[src/rtl/ldst_resp_unit_pkg.sv]
// Shared definitions for the load/store response unit.
// Size encodings, FSM state enum and the lane helpers (misalign, strobe, extract/extend).
// Pure declarations; no state, no handshakes.
package ldst_resp_unit_pkg;

  localparam logic [1:0] SZ_B = 2'b00;
  localparam logic [1:0] SZ_H = 2'b01;
  localparam logic [1:0] SZ_W = 2'b10;

  typedef enum logic [1:0] {
    ST_IDLE  = 2'd0,
    ST_ISSUE = 2'd1,
    ST_WAIT  = 2'd2,
    ST_RESP  = 2'd3
  } state_t;

  // Size 2'b11 is not a legal access width, so it is reported as misaligned.
  function automatic logic is_misaligned(input logic [1:0] size, input logic [1:0] off);
    case (size)
      SZ_B:    return 1'b0;
      SZ_H:    return off[0];
      SZ_W:    return |off;
      default: return 1'b1;
    endcase
  endfunction

  function automatic logic [3:0] store_strb(input logic [1:0] size, input logic [1:0] off);
    case (size)
      SZ_B:    return 4'b0001 << off;
      SZ_H:    return 4'b0011 << off;
      default: return 4'b1111;
    endcase
  endfunction

  // Shift the addressed lane down to bit 0, then sign- or zero-extend it.
  function automatic logic [31:0] lane_extend(input logic [31:0] rdata, input logic [1:0] off,
                                              input logic [1:0] size, input logic sext);
    logic [31:0] sh;
    logic [31:0] res;
    sh = rdata >> {off, 3'b000};
    case (size)
      SZ_B:    res = {{24{sext & sh[7]}}, sh[7:0]};
      SZ_H:    res = {{16{sext & sh[15]}}, sh[15:0]};
      default: res = sh;
    endcase
    return res;
  endfunction

endpackage

[src/rtl/ldst_req_fifo.sv]
// Synchronous request FIFO with full/empty flags; head is visible combinationally.
// Latency: an entry pushed on one edge is at the head from the next cycle.
// Backpressure: pushes while full and pops while empty are ignored.
module ldst_req_fifo #(
  parameter int W     = 8,
  parameter int DEPTH = 4
) (
  input  logic         clk,
  input  logic         rst,
  input  logic         i_push,
  input  logic [W-1:0] i_push_dat,
  input  logic         i_pop,
  output logic [W-1:0] o_head_dat,
  output logic         o_full,
  output logic         o_empty
);

  localparam int AW = $clog2(DEPTH);
  localparam int CW = AW + 1;

  logic [W-1:0]  r_mem [DEPTH];
  logic [AW-1:0] r_wr_ptr;
  logic [AW-1:0] r_rd_ptr;
  logic [CW-1:0] r_count;
  logic          w_do_push;
  logic          w_do_pop;

  assign o_full     = (r_count == CW'(DEPTH));
  assign o_empty    = (r_count == '0);
  assign w_do_push  = i_push && !o_full;
  assign w_do_pop   = i_pop && !o_empty;
  assign o_head_dat = r_mem[r_rd_ptr];

  // Storage array; contents need no reset since count gates visibility.
  always_ff @(posedge clk) begin
    if (w_do_push) r_mem[r_wr_ptr] <= i_push_dat;
  end

  // Pointers wrap naturally (DEPTH is a power of two); count tracks occupancy.
  always_ff @(posedge clk) begin
    if (rst) begin
      r_wr_ptr <= '0;
      r_rd_ptr <= '0;
      r_count  <= '0;
    end else begin
      if (w_do_push) r_wr_ptr <= r_wr_ptr + 1'b1;
      if (w_do_pop)  r_rd_ptr <= r_rd_ptr + 1'b1;
      case ({w_do_push, w_do_pop})
        2'b10:   r_count <= r_count + 1'b1;
        2'b01:   r_count <= r_count - 1'b1;
        default: ;
      endcase
    end
  end

endmodule

[src/rtl/ldst_resp_unit.sv]
// Queues LD/ST requests, issues them one at a time to memory, returns tagged completions.
// Latency: store/misaligned 3 cycles accept-to-resp_valid; load 3 + memory latency.
// Backpressure: req_ready drops when the queue is full; resp payload holds until resp_ready.
module ldst_resp_unit import ldst_resp_unit_pkg::*; #(
  parameter int XLEN   = 32,
  parameter int TAG_W  = 6,
  parameter int QDEPTH = 4
) (
  input  logic             clk,
  input  logic             rst,
  input  logic             req_valid,
  output logic             req_ready,
  input  logic             req_is_store,
  input  logic [1:0]       req_size,
  input  logic             req_sext,
  input  logic [XLEN-1:0]  req_addr,
  input  logic [XLEN-1:0]  req_data,
  input  logic [TAG_W-1:0] req_tag,
  output logic             mem_req_valid,
  output logic             mem_we,
  output logic [XLEN-1:0]  mem_addr,
  output logic [XLEN-1:0]  mem_wdata,
  output logic [3:0]       mem_wstrb,
  input  logic             mem_rvalid,
  input  logic [XLEN-1:0]  mem_rdata,
  output logic             resp_valid,
  input  logic             resp_ready,
  output logic [TAG_W-1:0] resp_tag,
  output logic [XLEN-1:0]  resp_data,
  output logic             resp_is_store,
  output logic             resp_misalign
);

  localparam int FW = 4 + 2 * XLEN + TAG_W;

  logic [FW-1:0]    w_push_dat;
  logic [FW-1:0]    w_head;
  logic             w_full;
  logic             w_empty;
  logic             w_push;
  logic             w_pop;
  logic             w_h_store;
  logic [1:0]       w_h_size;
  logic             w_h_sext;
  logic [XLEN-1:0]  w_h_addr;
  logic [XLEN-1:0]  w_h_data;
  logic [TAG_W-1:0] w_h_tag;
  logic             w_h_mis;
  logic [XLEN-1:0]  w_st_wdata;

  state_t           r_state;
  logic             r_is_store;
  logic [1:0]       r_size;
  logic             r_sext;
  logic [1:0]       r_off;
  logic [TAG_W-1:0] r_tag;
  logic             r_mis;
  logic             r_mem_req_valid;
  logic             r_mem_we;
  logic [XLEN-1:0]  r_mem_addr;
  logic [XLEN-1:0]  r_mem_wdata;
  logic [3:0]       r_mem_wstrb;
  logic             r_resp_valid;
  logic [XLEN-1:0]  r_resp_data;
  logic [TAG_W-1:0] r_resp_tag;
  logic             r_resp_is_store;
  logic             r_resp_misalign;

  assign req_ready  = !w_full && !rst;
  assign w_push     = req_valid && req_ready;
  assign w_pop      = (r_state == ST_IDLE) && !w_empty;
  assign w_push_dat = {req_is_store, req_size, req_sext, req_addr, req_data, req_tag};
  assign {w_h_store, w_h_size, w_h_sext, w_h_addr, w_h_data, w_h_tag} = w_head;
  assign w_h_mis    = is_misaligned(w_h_size, w_h_addr[1:0]);

  // Replicate store data across every lane; the strobe selects the live ones.
  always_comb begin
    w_st_wdata = w_h_data;
    case (w_h_size)
      SZ_B:    w_st_wdata = XLEN'({4{w_h_data[7:0]}});
      SZ_H:    w_st_wdata = XLEN'({2{w_h_data[15:0]}});
      default: w_st_wdata = w_h_data;
    endcase
  end

  ldst_req_fifo #(.W(FW), .DEPTH(QDEPTH)) u_fifo (
    .clk        (clk),
    .rst        (rst),
    .i_push     (w_push),
    .i_push_dat (w_push_dat),
    .i_pop      (w_pop),
    .o_head_dat (w_head),
    .o_full     (w_full),
    .o_empty    (w_empty)
  );

  // Single in-flight FSM; memory request fields are loaded on pop so they are live in ISSUE.
  always_ff @(posedge clk) begin
    if (rst) begin
      r_state         <= ST_IDLE;
      r_is_store      <= 1'b0;
      r_size          <= SZ_B;
      r_sext          <= 1'b0;
      r_off           <= 2'b00;
      r_tag           <= '0;
      r_mis           <= 1'b0;
      r_mem_req_valid <= 1'b0;
      r_mem_we        <= 1'b0;
      r_mem_addr      <= '0;
      r_mem_wdata     <= '0;
      r_mem_wstrb     <= 4'b0000;
      r_resp_valid    <= 1'b0;
      r_resp_data     <= '0;
      r_resp_tag      <= '0;
      r_resp_is_store <= 1'b0;
      r_resp_misalign <= 1'b0;
    end else begin
      case (r_state)
        ST_IDLE: begin
          if (!w_empty) begin
            r_is_store      <= w_h_store;
            r_size          <= w_h_size;
            r_sext          <= w_h_sext;
            r_off           <= w_h_addr[1:0];
            r_tag           <= w_h_tag;
            r_mis           <= w_h_mis;
            r_mem_req_valid <= !w_h_mis;
            r_mem_we        <= w_h_store && !w_h_mis;
            r_mem_addr      <= {w_h_addr[XLEN-1:2], 2'b00};
            r_mem_wdata     <= w_st_wdata;
            r_mem_wstrb     <= (w_h_store && !w_h_mis) ? store_strb(w_h_size, w_h_addr[1:0]) : 4'b0000;
            r_state         <= ST_ISSUE;
          end
        end
        ST_ISSUE: begin
          r_mem_req_valid <= 1'b0;
          r_mem_we        <= 1'b0;
          r_mem_wstrb     <= 4'b0000;
          if (r_mis || r_is_store) begin
            r_resp_valid    <= 1'b1;
            r_resp_tag      <= r_tag;
            r_resp_is_store <= r_is_store;
            r_resp_misalign <= r_mis;
            r_resp_data     <= '0;
            r_state         <= ST_RESP;
          end else begin
            r_state <= ST_WAIT;
          end
        end
        ST_WAIT: begin
          if (mem_rvalid) begin
            r_resp_valid    <= 1'b1;
            r_resp_tag      <= r_tag;
            r_resp_is_store <= 1'b0;
            r_resp_misalign <= 1'b0;
            r_resp_data     <= XLEN'(lane_extend(mem_rdata[31:0], r_off, r_size, r_sext));
            r_state         <= ST_RESP;
          end
        end
        ST_RESP: begin
          if (resp_ready) begin
            r_resp_valid <= 1'b0;
            r_state      <= ST_IDLE;
          end
        end
        default: r_state <= ST_IDLE;
      endcase
    end
  end

  assign mem_req_valid = r_mem_req_valid;
  assign mem_we        = r_mem_we;
  assign mem_addr      = r_mem_addr;
  assign mem_wdata     = r_mem_wdata;
  assign mem_wstrb     = r_mem_wstrb;
  assign resp_valid    = r_resp_valid;
  assign resp_data     = r_resp_data;
  assign resp_tag      = r_resp_tag;
  assign resp_is_store = r_resp_is_store;
  assign resp_misalign = r_resp_misalign;

endmodule

[config.mk]
export PLATFORM = sky130hd
export DESIGN_NAME = ldst_resp_unit
export DESIGN_NICKNAME = d
export VERILOG_FILES = /design/src/rtl/ldst_resp_unit_pkg.sv /design/src/rtl/ldst_req_fifo.sv /design/src/rtl/ldst_resp_unit.sv
export SDC_FILE = /design/constraint.sdc
export NUM_CORES = 1
export LEC_CHECK = 0
export ABC_AREA = 1
export CORE_MARGIN = 2
export CORE_UTILIZATION = 40
export CTS_CLUSTER_DIAMETER = 50
export DETAILED_ROUTE_END_ITERATION = 16
export HOLD_SLACK_MARGIN = 0.12
export SLEW_MARGIN = 20
export SYNTH_ARGS = -nofsm -noshare
export SYNTH_HDL_FRONTEND = slang
export SYNTH_SLANG_ARGS = --single-unit
[constraint.sdc]
create_clock -name clk -period 16.9 [get_ports clk]
set_clock_uncertainty 0.05 [all_clocks]
set_input_delay 5.07 -clock clk [delete_from_list [all_inputs] [get_ports clk]]
set_output_delay 5.07 -clock clk [all_outputs]
set_load 0.005 [all_outputs]
==> metrics <==
Mean Syn Cell Area=10.5 µm²; Area Growth Syn to Fin=24.6%; num rows=75; Core Region=around 42000 µm²; layout cells sized above 1=0.0616; Power Density=around 160 nW/µm²; number of global-route vias before repair=11800; Worst-Skew Late Latency=between 0.5 and 0.6 ns; Reg-to-Reg Start=u_fifo.r_count[0]; reg2reg setup slack=roughly 14 ns; HPWL after DPL=about 25 mm; leakage=about 0.0076 µW; Crit-path slowest cell=buf_4; Min-Delay Startpoint=resp_data[17]; status=complete, no violations; final setup vio count=0; Initial Util=0.405; WS Path Type=in2out; drt initial violations=~910; CTS max path bufs=3; routed via count=12100; Final WS setup=between 5 and 6 ns; initial antenna violation count=6; largest net degree at the start of global routing=81; Hold Path Depth=2; GP Congestion=0.828; first-pass GRT wire length=roughly 66 mm; Root Driver=clkbuf_16; reg-to-reg endpoint=u_fifo.r_mem[2][30]; Worst Setup End Kind=output port; clock-pin transition on the worst setup and hold timing paths=~0.05 ns; H-tree depth=2; fin area=around 21000 µm²; router iterations before antenna repair=5; slowest stage delay, CP=0.63 ns; routed vias/inst=around 5; Max transition margin=0.286; Max Clock Freq=0.0866 GHz; PortBufs=220; GRT overflow=0; fin. max-slew vios=0; Design Power=around 3400 µW; Cell variety after synth=33; ANT nets after route=0; sequential share of the synthesized area=0.682; Synth Cell Area=16900 µm²; crit start category=input port; fin util=0.504; CP Cell Sequence=buf_2 -> buf_4 -> a31oi_1 -> clkdlybuf4s50_1; area occupied by multi-input gates=around 4700 µm²; TritonCTS Buffers=48; Reg area=between 10000 and 15000 µm²; Fin. Hold Viols=0; WHS Endpoint=resp_data[17]; DP Worst Slack=between 5 and 6 ns; most frequent cells in the layout=edfxtp_1, nand2_1, nor2_1; Placed Area=~20000 µm²; Max FO, Critical Path=76; Fin Setup TNS=0 ns; internal power=2240 µW; Peak VDD IR=0.0849 mV; WL final=between 40 and 50 mm; FF-to-FF path depth=5; Worst path top cell family by delay=buffers and inverters; Residual DRC=0; share of power burned in registers=0.401; synthesized flop and latch total=between 400 and 500; GR Util All Layers=0.193; Psw=1140 µW; Net Sw Frac=0.337; post-cts sizing count=0; Max Cap Viol=0; fin nets=1917; Die Width=210 µm; Critical Path Start=rst; Post-Synthesis Cells=1614; Tcrit/Tclk final=0.683; Yosys warnings=0; wire per inst=between 15 and 20 µm; Tmin final=11.55 ns; CTS tree=yes; Worst-Margin Slew=about 1.1 ns; commonest non-fill, non-tap cell in the layout=edfxtp_1; worst path arrival time=6.43 ns; Clk network pwr share=0.314; Critical Path RT=between 10 and 15 ns; Chip Height=210 µm; hold buffers post-CTS=0; Logic pwr share=0.285; IO Pins=around 220; die area=around 44000 µm²; Clock Sinks=between 400 and 500; WP buf/inv=3; class of the tightest hold or removal check=reg2reg; # fillers=between 3000 and 4000; Post-CTS Setup Inserts=0; RSZ-0062 raised after global routing=no
state kept, by name (all words and copies together), names as in the netlist, 2 cells and up, named ones only:
signal	count
u_fifo.r_rd_ptr	2
resp_data	32
resp_tag	6
mem_addr	30
r_size	2
u_fifo.r_wr_ptr	2
mem_wdata	32
u_fifo.r_mem	296
r_tag	6
r_off	2
mem_wstrb	4
u_fifo.r_count	3
r_state	2
worst max path at each step:
stage | endpoint | slack, ns | cells after the start
after floorplan | req_ready | 6.52 | 1
after global placement | req_ready | 5.34 | 4
after detailed placement | req_ready | 5.33 | 4
after CTS | req_ready | 5.32 | 4
after global routing | req_ready | 5.23 | 4
final | req_ready | 5.35 | 4
area by class of cell:
class / count / share of cell area
clock inverters: 31 / 0.0180
flip-flops and latches: 429 / 0.548
multi-input cells: 1025 / 0.223
repair buffers: 233 / 0.109
well taps: 539 / 0.0320
inverters: 58 / 0.0105
clock buffers: 58 / 0.0587
diodes: 3 / 0.000356
Yosys cell counts:
cell / n / area [µm²]
edfxtp_1: 296 / 8890
nand2_1: 289 / 1080
nor2_1: 265 / 995
o21ai_0: 203 / 1020
dfxtp_1: 133 / 2660
a21oi_1: 80 / 400
nand3_1: 79 / 395
inv_1: 54 / 203
a31oi_1: 46 / 288
clkbuf_1: 45 / 169
buf_2: 34 / 170
o22ai_1: 25 / 156
buf_1: 11 / 41.3
ha_1: 10 / 125
buf_4: 9 / 67.6
nand2_2: 6 / 37.5
buf_6: 4 / 45.0
inv_2: 4 / 15.0
nand3_2: 4 / 40.0
nand4_1: 2 / 12.5
o211ai_1: 2 / 15.0
o21ai_1: 2 / 10.0
a21oi_2: 1 / 8.76
a22oi_1: 1 / 7.51
a311oi_1: 1 / 8.76
and3_1: 1 / 6.26
conb_1: 1 / 3.75
fa_1: 1 / 20.0
nor2_2: 1 / 6.26
nor3_1: 1 / 5.00
o21bai_1: 1 / 7.51
o31ai_2: 1 / 12.5
or2_1: 1 / 6.26
kinds of logic after synthesis:
kind of cell	share of synthesized area
simple gates	0.153
other cells	0.000222
fa+ha+maj	0.00857
buf+inv	0.0420
flops	0.682
compound gates	0.114
metal layers:
metal  wire [µm]  part of all wire  up-vias  track usage
met2       20200              0.47      341        0.323
met5          37           0.00087        -            0
li1            -                 -     5961            -
met4         841             0.020        6       0.0516
met3        2840             0.066       65       0.0480
met1       18800              0.44     5770        0.252
through the flow:
| stage | std cells | hold WS [ns] |
|---|---|---|
| floorplan | 1615 | 0.400 |
| global placement | 2284 | 0.403 |
| detailed placement | 2284 | 0.406 |
| CTS | 2373 | 0.415 |
| global route | 2374 | 0.439 |
| finish | 2376 | 0.412 |
worst register-to-register path: cells and delay by family, from the launching register on:
kind	cells	cell delay [ns]
AO/OA/AOI/OAI	1	0.20
buffers and inverters	2	0.95
flip-flops	1	0.41
AND/OR/NAND/NOR	2	1.15
power by group through the flow:
stage,logic (µW),clock network (µW),registers (µW)
2_1_floorplan,639,0,1330
3_3_place_gp,955,0,1370
3_5_place_dp,966,0,1380
4_1_cts,972,1080,1350
5_1_grt,1090,1120,1370
6_report,963,1060,1350
(Power assumes the default switching activity.)
==> variant (same flow settings) <==
Re-encode `state_t` (4 states) as one-hot, 4 bits wide.
--- a/src/rtl/ldst_resp_unit_pkg.sv
+++ b/src/rtl/ldst_resp_unit_pkg.sv
@@ -9,7 +9,7 @@
 
-  typedef enum logic [1:0] {
-    ST_IDLE  = 2'd0,
-    ST_ISSUE = 2'd1,
-    ST_WAIT  = 2'd2,
-    ST_RESP  = 2'd3
+  typedef enum logic [3:0] {
+    ST_IDLE  = 4'b0001,
+    ST_ISSUE = 4'b0010,
+    ST_WAIT  = 4'b0100,
+    ST_RESP  = 4'b1000
   } state_t;
Function: no difference found for any inputs over 4 cycles, from zero or initial values and one cycle with rst high; so few cycles prove little.
==> variant against the unedited design <==
  * Count of clock-buffer cells in the layout up 10
  * Cell area is 0.78% higher
  * Sequential cell count up 2
  * Wire length is 2.5% higher
  * Synthesized area up 0.87%
  * Total power fell by 2.9%
  * Worst setup slack lost 130 ps
  * Critical path type unchanged
  * Critical endpoint unchanged
  * Largest power group unchanged
==> variant: results (changes against the unedited design) <==
status finished clean; worst reg-to-reg setup slack 13,700 ps (-30 ps); synth unique cells 44 (+33%); CP max FO 70 (-7.9%); VDD IR max 0.0001040 V (+23%); Area contributors post-synth edfxtp_1 52%, dfxtp_1 16%, nand2_1 6.4%; most frequent cells after synthesis 296 x edfxtp_1, 289 x nand2_1, 250 x nor2_1; DR vias 12,240 (+0.80%); critical path arrival 6560 ps (+130 ps); wire length on met2 20,760 um (+2.9%); DR WL/cell 18.42 um (+2.6%); ratio of cells with drive above 1 in the final layout 7.373% (+1.2 points); HPWL Detailed 26,210 um (+5.0%); fillers 3,717 (-0.54%); worst-margin pin slew 1041 ps (-27.68 ps); initial antenna violation count 4 (-2); placed cell areas 0.01959 mm^2 (+0.66%); dpl cells 2,278 (-0.26%); largest net degree at the start of global routing 89 (+9.9%); Worst Min Path Start resp_data[1]; hold slack 410.1 ps (-2.276 ps); register area share after synthesis 67.87% (-0.36 points); hold depth 2 (unchanged); Post-Synthesis Cells 1,605 (-0.56%); M1 wire length 18,930 um (+0.87%); first-pass GRT wire length 66,870 um (+1.1%); Final Net Count 1,907 (-0.52%); metal3 WL 3044 um (+7.4%); r2r worst-path depth 8 (+3); Critical R2R Capture u_fifo.r_count[1]; Async S/R FF share, synth 0% (unchanged); initial drt markers 1,077 (+18%); Leakage 7.597 nW (+0.28%); hold endpoint resp_data[1]
variant: cell types whose count changed after synthesis, moves of 7 or more:
cell,before,now
o211ai_1,2,18
and2_1,0,7
a31oi_1,46,38
inv_1,54,42
o221ai_1,0,8
a21oi_1,80,110
buf_2,34,41
o21ai_1,2,14
nor2_1,265,250
nand3_1,79,48
o22ai_1,25,10
buf_1,11,4
o21ai_0,203,175
variant: stage by stage:
step / utilization, % / setup slack (ps)
floorplan: - / 6372
global placement: 46.59 / 5207
detailed placement: 46.59 / 5215
CTS: 50.53 / 5214
global route: 50.54 / 5170
finish: 50.55 / 5225
variant: final cells by class:
cell class                      instances  area, um^2  share of cell area [%]
Clock inverter                         24       266.5                   1.254
Sequential cell                       431       11600                   54.57
Timing Repair Buffer                  236        2317                   10.90
Inverter                               53       202.7                  0.9538
Multi-Input combinational cell       1019        4797                   22.57
Tap cell                              539       674.4                   3.173
Antenna cell                            3       7.507                 0.03533
Clock buffer                           68        1390                   6.541
variant: where the power goes:
part | internal, W | switching (W) | total, W
sequential | 0.00124 | 0.0000739 | 0.00131
combinational | 0.000317 | 0.000582 | 0.000899
clock | 0.000653 | 0.000415 | 0.00107
total | 0.00221 | 0.00107 | 0.00328
variant: metal layers:
layer	track usage [%]	vias up
met3	4.326	74
li1	-	5941
met5	0	-
met4	6.047	2
met1	25.31	5847
met2	32.56	376
variant: cell families after synthesis:
family	share of synthesized area, %
simple gates	14.83
compound gates	12.48
buf+inv	4.264
xor+xnor	0.05130
fa+ha+maj	0.4836
flops	67.87
other cells	0.02196
variant: critical path, cell delays in order:
cell	delay, ps
buf_2	80
buf_4	650
a31oi_1	210
clkdlybuf4s50_1	510
variant: worst max-delay path by stage:
| stage | cells after the start | endpoint | slack [ps] | startpoint |
|---|---|---|---|---|
| final | 4 | req_ready | 5220 | rst |
| after global routing | 4 | req_ready | 5170 | rst |
| after CTS | 4 | req_ready | 5210 | rst |
| after detailed placement | 4 | req_ready | 5220 | rst |
| after global placement | 4 | req_ready | 5210 | rst |
| after floorplan | 2 | req_ready | 6370 | rst |
